**src/rtl/fullchip_seq_ctrl_pkg.sv**
```systemverilog
// Shared definitions for the fullchip sequencer: inst bit map, field widths, FSM encoding.
// Optional readback state RDBK is used only when FULLCHIP_SEQ_READBACK_EN is defined.
package fullchip_seq_ctrl_pkg;

  localparam int INST_W     = 19;
  localparam int QK_ADD_W   = 4;
  localparam int P_ADD_W    = 4;
  localparam int CNT_W      = 8;
  localparam int SFP_PHASES = 6;

  localparam int INST_SFP_DIV    = 18;
  localparam int INST_SFP_ACC    = 17;
  localparam int INST_OFIFO_RD   = 16;
  localparam int INST_QK_ADD_LSB = 12;
  localparam int INST_P_ADD_LSB  = 8;
  localparam int INST_EXECUTE    = 7;
  localparam int INST_LOAD       = 6;
  localparam int INST_QMEM_RD    = 5;
  localparam int INST_QMEM_WR    = 4;
  localparam int INST_KMEM_RD    = 3;
  localparam int INST_KMEM_WR    = 2;
  localparam int INST_PMEM_RD    = 1;
  localparam int INST_PMEM_WR    = 0;

  typedef enum logic [3:0] {
    ST_IDLE  = 4'd0,
    ST_QWR   = 4'd1,
    ST_KWR   = 4'd2,
    ST_LOAD  = 4'd3,
    ST_LGAP  = 4'd4,
    ST_EXEC  = 4'd5,
    ST_DGAP  = 4'd6,
    ST_OFIFO = 4'd7,
    ST_SFP   = 4'd8,
    ST_RDBK  = 4'd9
  } seq_state_e;

  function automatic logic [INST_W-1:0] qk_field(input logic [QK_ADD_W-1:0] a);
    qk_field = '0;
    qk_field[INST_QK_ADD_LSB +: QK_ADD_W] = a;
  endfunction

  function automatic logic [INST_W-1:0] p_field(input logic [P_ADD_W-1:0] a);
    p_field = '0;
    p_field[INST_P_ADD_LSB +: P_ADD_W] = a;
  endfunction

endpackage

```
**src/rtl/fullchip_seq_ctrl_sfp_row_seq.sv**
```systemverilog
// Six-phase per-row counter for the SFP normalize step; runs while go is high,
// restarts at phase 0 whenever go drops.
module fullchip_sfp_row_seq
  import fullchip_seq_ctrl_pkg::*;
(
  input  logic                  clk,
  input  logic                  reset,
  input  logic                  go,
  output logic [SFP_PHASES-1:0] phase,
  output logic                  row_done
);

  localparam logic [2:0] PH_LAST = 3'(SFP_PHASES - 1);

  logic [2:0] ph_q, ph_d;

  always_comb begin
    ph_d = ph_q + 3'd1;
    if (!go || ph_q == PH_LAST) ph_d = '0;
  end

  always_ff @(posedge clk or negedge reset) begin
    if (!reset) ph_q <= '0;
    else        ph_q <= ph_d;
  end

  for (genvar gi = 0; gi < SFP_PHASES; gi++) begin : g_phase
    assign phase[gi] = go && (ph_q == 3'(gi));
  end

  assign row_done = phase[SFP_PHASES-1];

endmodule

```
**src/rtl/fullchip_seq_ctrl.sv**
```systemverilog
// Attention-pass sequencer: host Q/K fill, K load, execute, ofifo drain, per-row SFP normalize.
// Define FULLCHIP_SEQ_READBACK_EN to add a pmem readback phase and the rd_valid output.
module fullchip_seq_ctrl
  import fullchip_seq_ctrl_pkg::*;
#(
  parameter int total_cycle = 8,
  parameter int col         = 8,
  parameter int pr          = 8,
  parameter int bw          = 8,
  parameter int load_gap    = 10,
  parameter int drain_gap   = 10
) (
  input  logic               clk,
  input  logic               reset,
  input  logic               start,
  input  logic               in_valid,
  input  logic [pr*bw-1:0]   in_data,
  output logic               in_ready,
  output logic [INST_W-1:0]  inst,
  output logic [pr*bw-1:0]   mem_out,
  output logic               busy,
  output logic               done
`ifdef FULLCHIP_SEQ_READBACK_EN
  ,
  output logic               rd_valid
`endif
);

  // 4-bit address fields must not wrap inside a pass
  if (total_cycle > 16 || col > 16 || total_cycle < 1 || col < 1) begin : g_param_check
    $error("fullchip_seq_ctrl: total_cycle and col must be in 1..16");
  end

  localparam logic [CNT_W-1:0]    Q_LAST    = CNT_W'(total_cycle - 1);
  localparam logic [CNT_W-1:0]    K_LAST    = CNT_W'(col - 1);
  localparam logic [CNT_W-1:0]    KRD_LAST  = CNT_W'(col);
  localparam logic [CNT_W-1:0]    LOAD_LAST = CNT_W'(col + 1);
  localparam logic [CNT_W-1:0]    LGAP_LAST = CNT_W'(load_gap - 1);
  localparam logic [CNT_W-1:0]    DGAP_LAST = CNT_W'(drain_gap - 1);
  localparam logic [CNT_W-1:0]    CNT_ONE   = CNT_W'(1);
  localparam logic [CNT_W-1:0]    CNT_TWO   = CNT_W'(2);
  localparam logic [P_ADD_W-1:0]  ROW_LAST  = P_ADD_W'(total_cycle - 1);
  localparam logic [P_ADD_W-1:0]  ROW_ONE   = P_ADD_W'(1);
  localparam logic [QK_ADD_W-1:0] QK_ONE    = QK_ADD_W'(1);

  seq_state_e            state_q, state_d;
  logic [CNT_W-1:0]      cnt_q, cnt_d;
  logic [P_ADD_W-1:0]    row_q, row_d;
  logic [INST_W-1:0]     inst_q, inst_d;
  logic [pr*bw-1:0]      mem_out_q, mem_out_d;
  logic [SFP_PHASES-1:0] sfp_phase;
  logic                  sfp_row_done;
  logic                  sfp_go;
  logic                  accept;
  logic                  last_row;
  logic [QK_ADD_W-1:0]   cnt_qk;
  logic [P_ADD_W-1:0]    cnt_p;

  assign in_ready = (state_q == ST_QWR) || (state_q == ST_KWR);
  assign busy     = (state_q != ST_IDLE);
  assign accept   = in_valid && in_ready;
  assign sfp_go   = (state_q == ST_SFP);
  assign last_row = (row_q == ROW_LAST);
  assign cnt_qk   = cnt_q[QK_ADD_W-1:0];
  assign cnt_p    = cnt_q[P_ADD_W-1:0];
  assign inst     = inst_q;
  assign mem_out  = mem_out_q;

  fullchip_sfp_row_seq u_sfp_row_seq (
    .clk      (clk),
    .reset    (reset),
    .go       (sfp_go),
    .phase    (sfp_phase),
    .row_done (sfp_row_done)
  );

  always_ff @(posedge clk or negedge reset) begin
    if (!reset) begin
      state_q   <= ST_IDLE;
      cnt_q     <= '0;
      row_q     <= '0;
      inst_q    <= '0;
      mem_out_q <= '0;
    end else begin
      state_q   <= state_d;
      cnt_q     <= cnt_d;
      row_q     <= row_d;
      inst_q    <= inst_d;
      mem_out_q <= mem_out_d;
    end
  end

  always_comb begin
    state_d = state_q;
    cnt_d   = cnt_q;
    row_d   = row_q;
    unique case (state_q)
      ST_IDLE: if (start) begin
        state_d = ST_QWR;
        cnt_d   = '0;
      end
      ST_QWR: if (accept) begin
        if (cnt_q == Q_LAST) begin
          state_d = ST_KWR;
          cnt_d   = '0;
        end else cnt_d = cnt_q + CNT_ONE;
      end
      ST_KWR: if (accept) begin
        if (cnt_q == K_LAST) begin
          state_d = ST_LOAD;
          cnt_d   = '0;
        end else cnt_d = cnt_q + CNT_ONE;
      end
      ST_LOAD: if (cnt_q == LOAD_LAST) begin
        state_d = ST_LGAP;
        cnt_d   = '0;
      end else cnt_d = cnt_q + CNT_ONE;
      ST_LGAP: if (cnt_q == LGAP_LAST) begin
        state_d = ST_EXEC;
        cnt_d   = '0;
      end else cnt_d = cnt_q + CNT_ONE;
      ST_EXEC: if (cnt_q == Q_LAST) begin
        state_d = ST_DGAP;
        cnt_d   = '0;
      end else cnt_d = cnt_q + CNT_ONE;
      ST_DGAP: if (cnt_q == DGAP_LAST) begin
        state_d = ST_OFIFO;
        cnt_d   = '0;
      end else cnt_d = cnt_q + CNT_ONE;
      ST_OFIFO: if (cnt_q == Q_LAST) begin
        state_d = ST_SFP;
        cnt_d   = '0;
        row_d   = '0;
      end else cnt_d = cnt_q + CNT_ONE;
      ST_SFP: if (sfp_row_done) begin
        if (last_row) begin
`ifdef FULLCHIP_SEQ_READBACK_EN
          state_d = ST_RDBK;
`else
          state_d = ST_IDLE;
`endif
          cnt_d = '0;
          row_d = '0;
        end else row_d = row_q + ROW_ONE;
      end
`ifdef FULLCHIP_SEQ_READBACK_EN
      ST_RDBK: if (cnt_q == Q_LAST) begin
        state_d = ST_IDLE;
        cnt_d   = '0;
      end else cnt_d = cnt_q + CNT_ONE;
`endif
      default: begin
        state_d = ST_IDLE;
        cnt_d   = '0;
        row_d   = '0;
      end
    endcase
  end

  // inst is a registered function of the current state, so it trails the state by one cycle
  always_comb begin
    inst_d    = '0;
    mem_out_d = mem_out_q;
    unique case (state_q)
      ST_QWR: if (accept) begin
        inst_d               = qk_field(cnt_qk);
        inst_d[INST_QMEM_WR] = 1'b1;
        mem_out_d            = in_data;
      end
      ST_KWR: if (accept) begin
        inst_d               = qk_field(cnt_qk);
        inst_d[INST_KMEM_WR] = 1'b1;
        mem_out_d            = in_data;
      end
      ST_LOAD: begin
        if (cnt_q >= CNT_TWO && cnt_q <= KRD_LAST) inst_d = qk_field(cnt_qk - QK_ONE);
        inst_d[INST_LOAD]    = 1'b1;
        inst_d[INST_KMEM_RD] = (cnt_q != '0) && (cnt_q <= KRD_LAST);
      end
      ST_EXEC: begin
        inst_d               = qk_field(cnt_qk);
        inst_d[INST_EXECUTE] = 1'b1;
        inst_d[INST_QMEM_RD] = 1'b1;
      end
      ST_OFIFO: begin
        inst_d                = p_field(cnt_p);
        inst_d[INST_OFIFO_RD] = 1'b1;
        inst_d[INST_PMEM_WR]  = 1'b1;
      end
      ST_SFP: begin
        if (!sfp_phase[5]) inst_d = p_field(row_q);
        inst_d[INST_PMEM_RD] = |sfp_phase[3:0];
        inst_d[INST_SFP_ACC] = sfp_phase[1];
        inst_d[INST_SFP_DIV] = |sfp_phase[4:2];
        inst_d[INST_PMEM_WR] = sfp_phase[4];
      end
`ifdef FULLCHIP_SEQ_READBACK_EN
      ST_RDBK: begin
        inst_d               = p_field(cnt_p);
        inst_d[INST_PMEM_RD] = 1'b1;
      end
`endif
      default: ;
    endcase
  end

`ifdef FULLCHIP_SEQ_READBACK_EN
  // fullchip out is valid two cycles after the pmem_rd inst word it answers
  logic [2:0] rd_pipe_q, rd_pipe_d;
  logic [2:0] last_pipe_q, last_pipe_d;

  assign rd_pipe_d   = {rd_pipe_q[1:0], state_q == ST_RDBK};
  assign last_pipe_d = {last_pipe_q[1:0], (state_q == ST_RDBK) && (cnt_q == Q_LAST)};

  always_ff @(posedge clk or negedge reset) begin
    if (!reset) begin
      rd_pipe_q   <= '0;
      last_pipe_q <= '0;
    end else begin
      rd_pipe_q   <= rd_pipe_d;
      last_pipe_q <= last_pipe_d;
    end
  end

  assign rd_valid = rd_pipe_q[2];
  assign done     = last_pipe_q[2];
`else
  logic done_q, done_d;

  assign done_d = sfp_go && sfp_row_done && last_row;

  always_ff @(posedge clk or negedge reset) begin
    if (!reset) done_q <= 1'b0;
    else        done_q <= done_d;
  end

  assign done = done_q;
`endif

endmodule
```
**config.mk**
```make
export PLATFORM = sky130hd
export DESIGN_NAME = fullchip_seq_ctrl
export DESIGN_NICKNAME = d
export VERILOG_FILES = /design/src/rtl/fullchip_seq_ctrl_pkg.sv /design/src/rtl/fullchip_seq_ctrl_sfp_row_seq.sv /design/src/rtl/fullchip_seq_ctrl.sv
export SDC_FILE = /design/constraint.sdc
export NUM_CORES = 1
export LEC_CHECK = 0
export ABC_AREA = 0
export CAP_MARGIN = 15
export CORE_ASPECT_RATIO = 0.7
export CORE_MARGIN = 5
export CORE_UTILIZATION = 48
export DETAILED_ROUTE_END_ITERATION = 8
export PLACE_DENSITY = 0.85
export SETUP_SLACK_MARGIN = 0.5
export SLEW_MARGIN = 20
export SYNTH_ARGS = -nofsm -noshare
export SYNTH_HDL_FRONTEND = slang
export SYNTH_SLANG_ARGS = --single-unit
```
**constraint.sdc**
```tcl
create_clock -name clk -period 5.3 [get_ports clk]
set_input_delay 0.795 -clock clk [delete_from_list [all_inputs] [get_ports clk]]
set_output_delay 0.795 -clock clk [all_outputs]
set_load 0.02 [all_outputs]
```
==> run metrics <==
run status complete, no violations; setup violators final 0; hpwl dp 8075 um; Area Growth Syn to Fin 43.74%; Mapped Area 4350 um2; Peak supply drop 212.0 uV; DRT antenna net count 0; Leakage 2.845 nW; Die W roughly 120 um; clk buf depth 2; Hold Path Class reg2reg; initial antenna violation count 0; largest family of logic cells by synthesized area multiplexers; final hold violation count 0; critical setup path kind reg2out; largest net degree at the start of global routing 67; Clk pwr share 0.423; grt met3 use 0.07451; Netlist cell types 47; # rows 29; vias per cell 5.218; Avg Inst Size Synth 12.99 um2; Starting Density 0.4854; Clock Skews 4.612 ps; CTS buffer count 9; largest cells by area after synthesis dfrtp_1 (59%), mux2_2 (17%), ha_1 (3.2%); Synth Area in Simple Gates 0.1041; PD cells 233.9 nW/um2; total gr overflow 0; Final Max Tran Viols 0; number of flops mapped to enable cells by yosys 0; layout cells sized above 1 0.1857; Vias 3204; xor-xnor portion of the synthesized cell area 0.008053; CP Data Arrival Time 1900 ps; ys async rst share 1.000; worst-path fanout max 14; # hold bufs at CTS 0; gr usage total 0.1926; Diodes inserted 0; area of the core 8962 um2; vias in the first global route 3165; htree depth 3; Post-Synth Adder-Cell Area 0.03164; unrepaired setup endpoints after global routing no; Post-DP Area slightly below 6000 um2; Max Cap Viol 0; CTS tree yes; Chip Height 89.65 um; Synth Instances 335; register area share after synthesis 0.5867; routing usage on met2 0.3178; Detailed Route Iter0 Violations approximately 310; CP Launch Type flop; Slew headroom 0.4080; post-synthesis mux area share 0.1757; layout net count 564; Top Usage Layer GRT met2; share of the synthesized area in the top cell type 0.5867; Flop pwr share 0.532; setup TNS 0 ps; ys flop type dfrtp_1; cts repair resizes 0; root buffer cell clkbuf_16; I/O pin count approximately 150; DIE AREA 11100 um2; top cell type by total area after synthesis dfrtp_1; Worst Tran Pin Value between 800 and 900 ps; total wire length 10800 um; Critical Path Sink Type output port; Tcrit/Tclk final 0.5084; Design Area, Final 6254 um2; count of input and output buffers 153; met1 usage 0.2446; Fmax roughly 0.37 GHz; Synth warnings 0; syn_nets 414; Clock Latency Late Sink 340 ps; clock sink count 102; TritonRoute pass-1 iters 4; Yosys reg bits around 100; Critical Path RT between 4000 and 5000 ps; post-synthesis compound-gate area fraction 0.06672; Clock transition at path regs 70 ps; DRC 0; Internal approximately 1.1 mW; Net Switching between 300 and 400 uW; Post-CTS Setup Bufs 0; # fillers 623; first-pass GRT wire length 16400 um; Tmin final 2695 ps; Comb power frac 0.045; DR WL/cell 17.59 um; Sw Ratio 0.2170; placer congestion estimate 0.8921
-- registers in the layout, summed over array words and instances (netlist names) --
signal / count
row_q: 4
u_sfp_row_seq.ph_q: 3
mem_out: 64
state_q: 4
cnt_q: 8
inst: 18
done: 1
-- power groups by stage --
stage          clock network [mW]  logic [mW]  registers, mW
3_5_place_dp                    0      0.0666          0.793
4_1_cts                     0.639      0.0672          0.778
2_1_floorplan                   0     0.00115          0.793
3_3_place_gp                    0      0.0657          0.793
6_report                    0.619      0.0658          0.778
5_1_grt                     0.666      0.0718          0.777
-- layout make-up --
class,count,area [um2],share of cell area
Sequential cell,102,2552,0.4082
Multi-Input combinational cell,208,1680,0.2687
Tap cell,124,155.1,0.02481
Clock inverter,7,58.81,0.009404
Timing Repair Buffer,156,1551,0.2481
Inverter,8,30.03,0.004802
Clock buffer,9,225.2,0.03601
-- cell usage after synthesis, types with 2 or more instances --
cell      instances
dfrtp_1         102
mux2_2           65
nand2_1          18
nor2_1           18
ha_1             11
o21ai_0          11
buf_2            10
a21oi_1           8
inv_1             8
nor3_1            8
nand3_1           6
or4_1             6
a22o_1            5
clkbuf_1          5
nand2b_1          4
xnor2_1           4
nand4_1           3
nor4_1            3
o21ai_1           3
o31ai_1           3
a21o_1            2
and2_1            2
mux2_1            2
nand3b_1          2
o211ai_1          2
o22ai_1           2
or3_1             2
-- through the flow --
stage	util	power, mW	std cells	worst slack [ps]	hold WS (ps)
after floorplan	-	0.7943	335	3179	456.1
after global placement	0.6661	0.8586	598	2610	477.6
after detailed placement	0.6661	0.8595	598	2493	480.9
after CTS	0.6978	1.484	614	2592	489.9
after global routing	0.6978	1.515	614	2474	516.1
final	0.6978	1.463	614	2605	489.6
-- cell usage in the layout (no fill, tap or decap), types with 3 or more instances in the layout --
master / Yosys / final
a21oi_1: 8 / 8
a22o_1: 5 / 5
buf_4: 1 / 4
clkbuf_16: 0 / 9
clkdlybuf4s50_1: 0 / 152
dfrtp_1: 102 / 102
ha_1: 11 / 11
inv_1: 8 / 8
mux2_2: 65 / 65
nand2_1: 18 / 18
nand2b_1: 4 / 4
nand3_1: 6 / 6
nand4_1: 3 / 3
nor2_1: 18 / 18
nor3_1: 8 / 8
nor4_1: 3 / 3
o21ai_0: 11 / 11
o21ai_1: 3 / 3
o31ai_1: 3 / 3
or4_1: 6 / 6
xnor2_1: 4 / 4
-- worst max-delay path, cell delays in order (launching register included) --
cell and delay [ps]:
dfrtp_1 640, xnor2_1 140, nor3_1 150, clkdlybuf4s50_1 630
-- cells by family (layout without fill, tap and decap cells) --
logic type      Yosys count  count (layout)
mux                      68              68
compound gates           43              43
flops                   102             102
buf+inv                  25             180
xor+xnor                  4               4
fa+ha+maj                11              11
simple gates             82              82
-- path summary, 6_finish.rpt --
kind	start	cells past startpoint	endpoint	slack, ps
setup / recovery	state_q[0]	3	in_ready	2610
hold / removal	u_sfp_row_seq.ph_q[0]	1	u_sfp_row_seq.ph_q[0]	490
setup reg to reg	state_q[3]	5	state_q[0]	2820
hold reg to reg	u_sfp_row_seq.ph_q[0]	1	u_sfp_row_seq.ph_q[0]	490
max in group asynchronous	reset	2	mem_out[23]	3740
min in group asynchronous	reset	1	state_q[3]	540
-- layer usage --
| metal | vias to the layer above | part of all wire |
|---|---|---|
| met1 | 1576 | 0.41 |
| li1 | 1497 | - |
| met3 | 10 | 0.097 |
| met2 | 121 | 0.49 |
| met5 | - | 0 |
| met4 | 0 | 0.0081 |
Power figures use the tool's default switching activity.
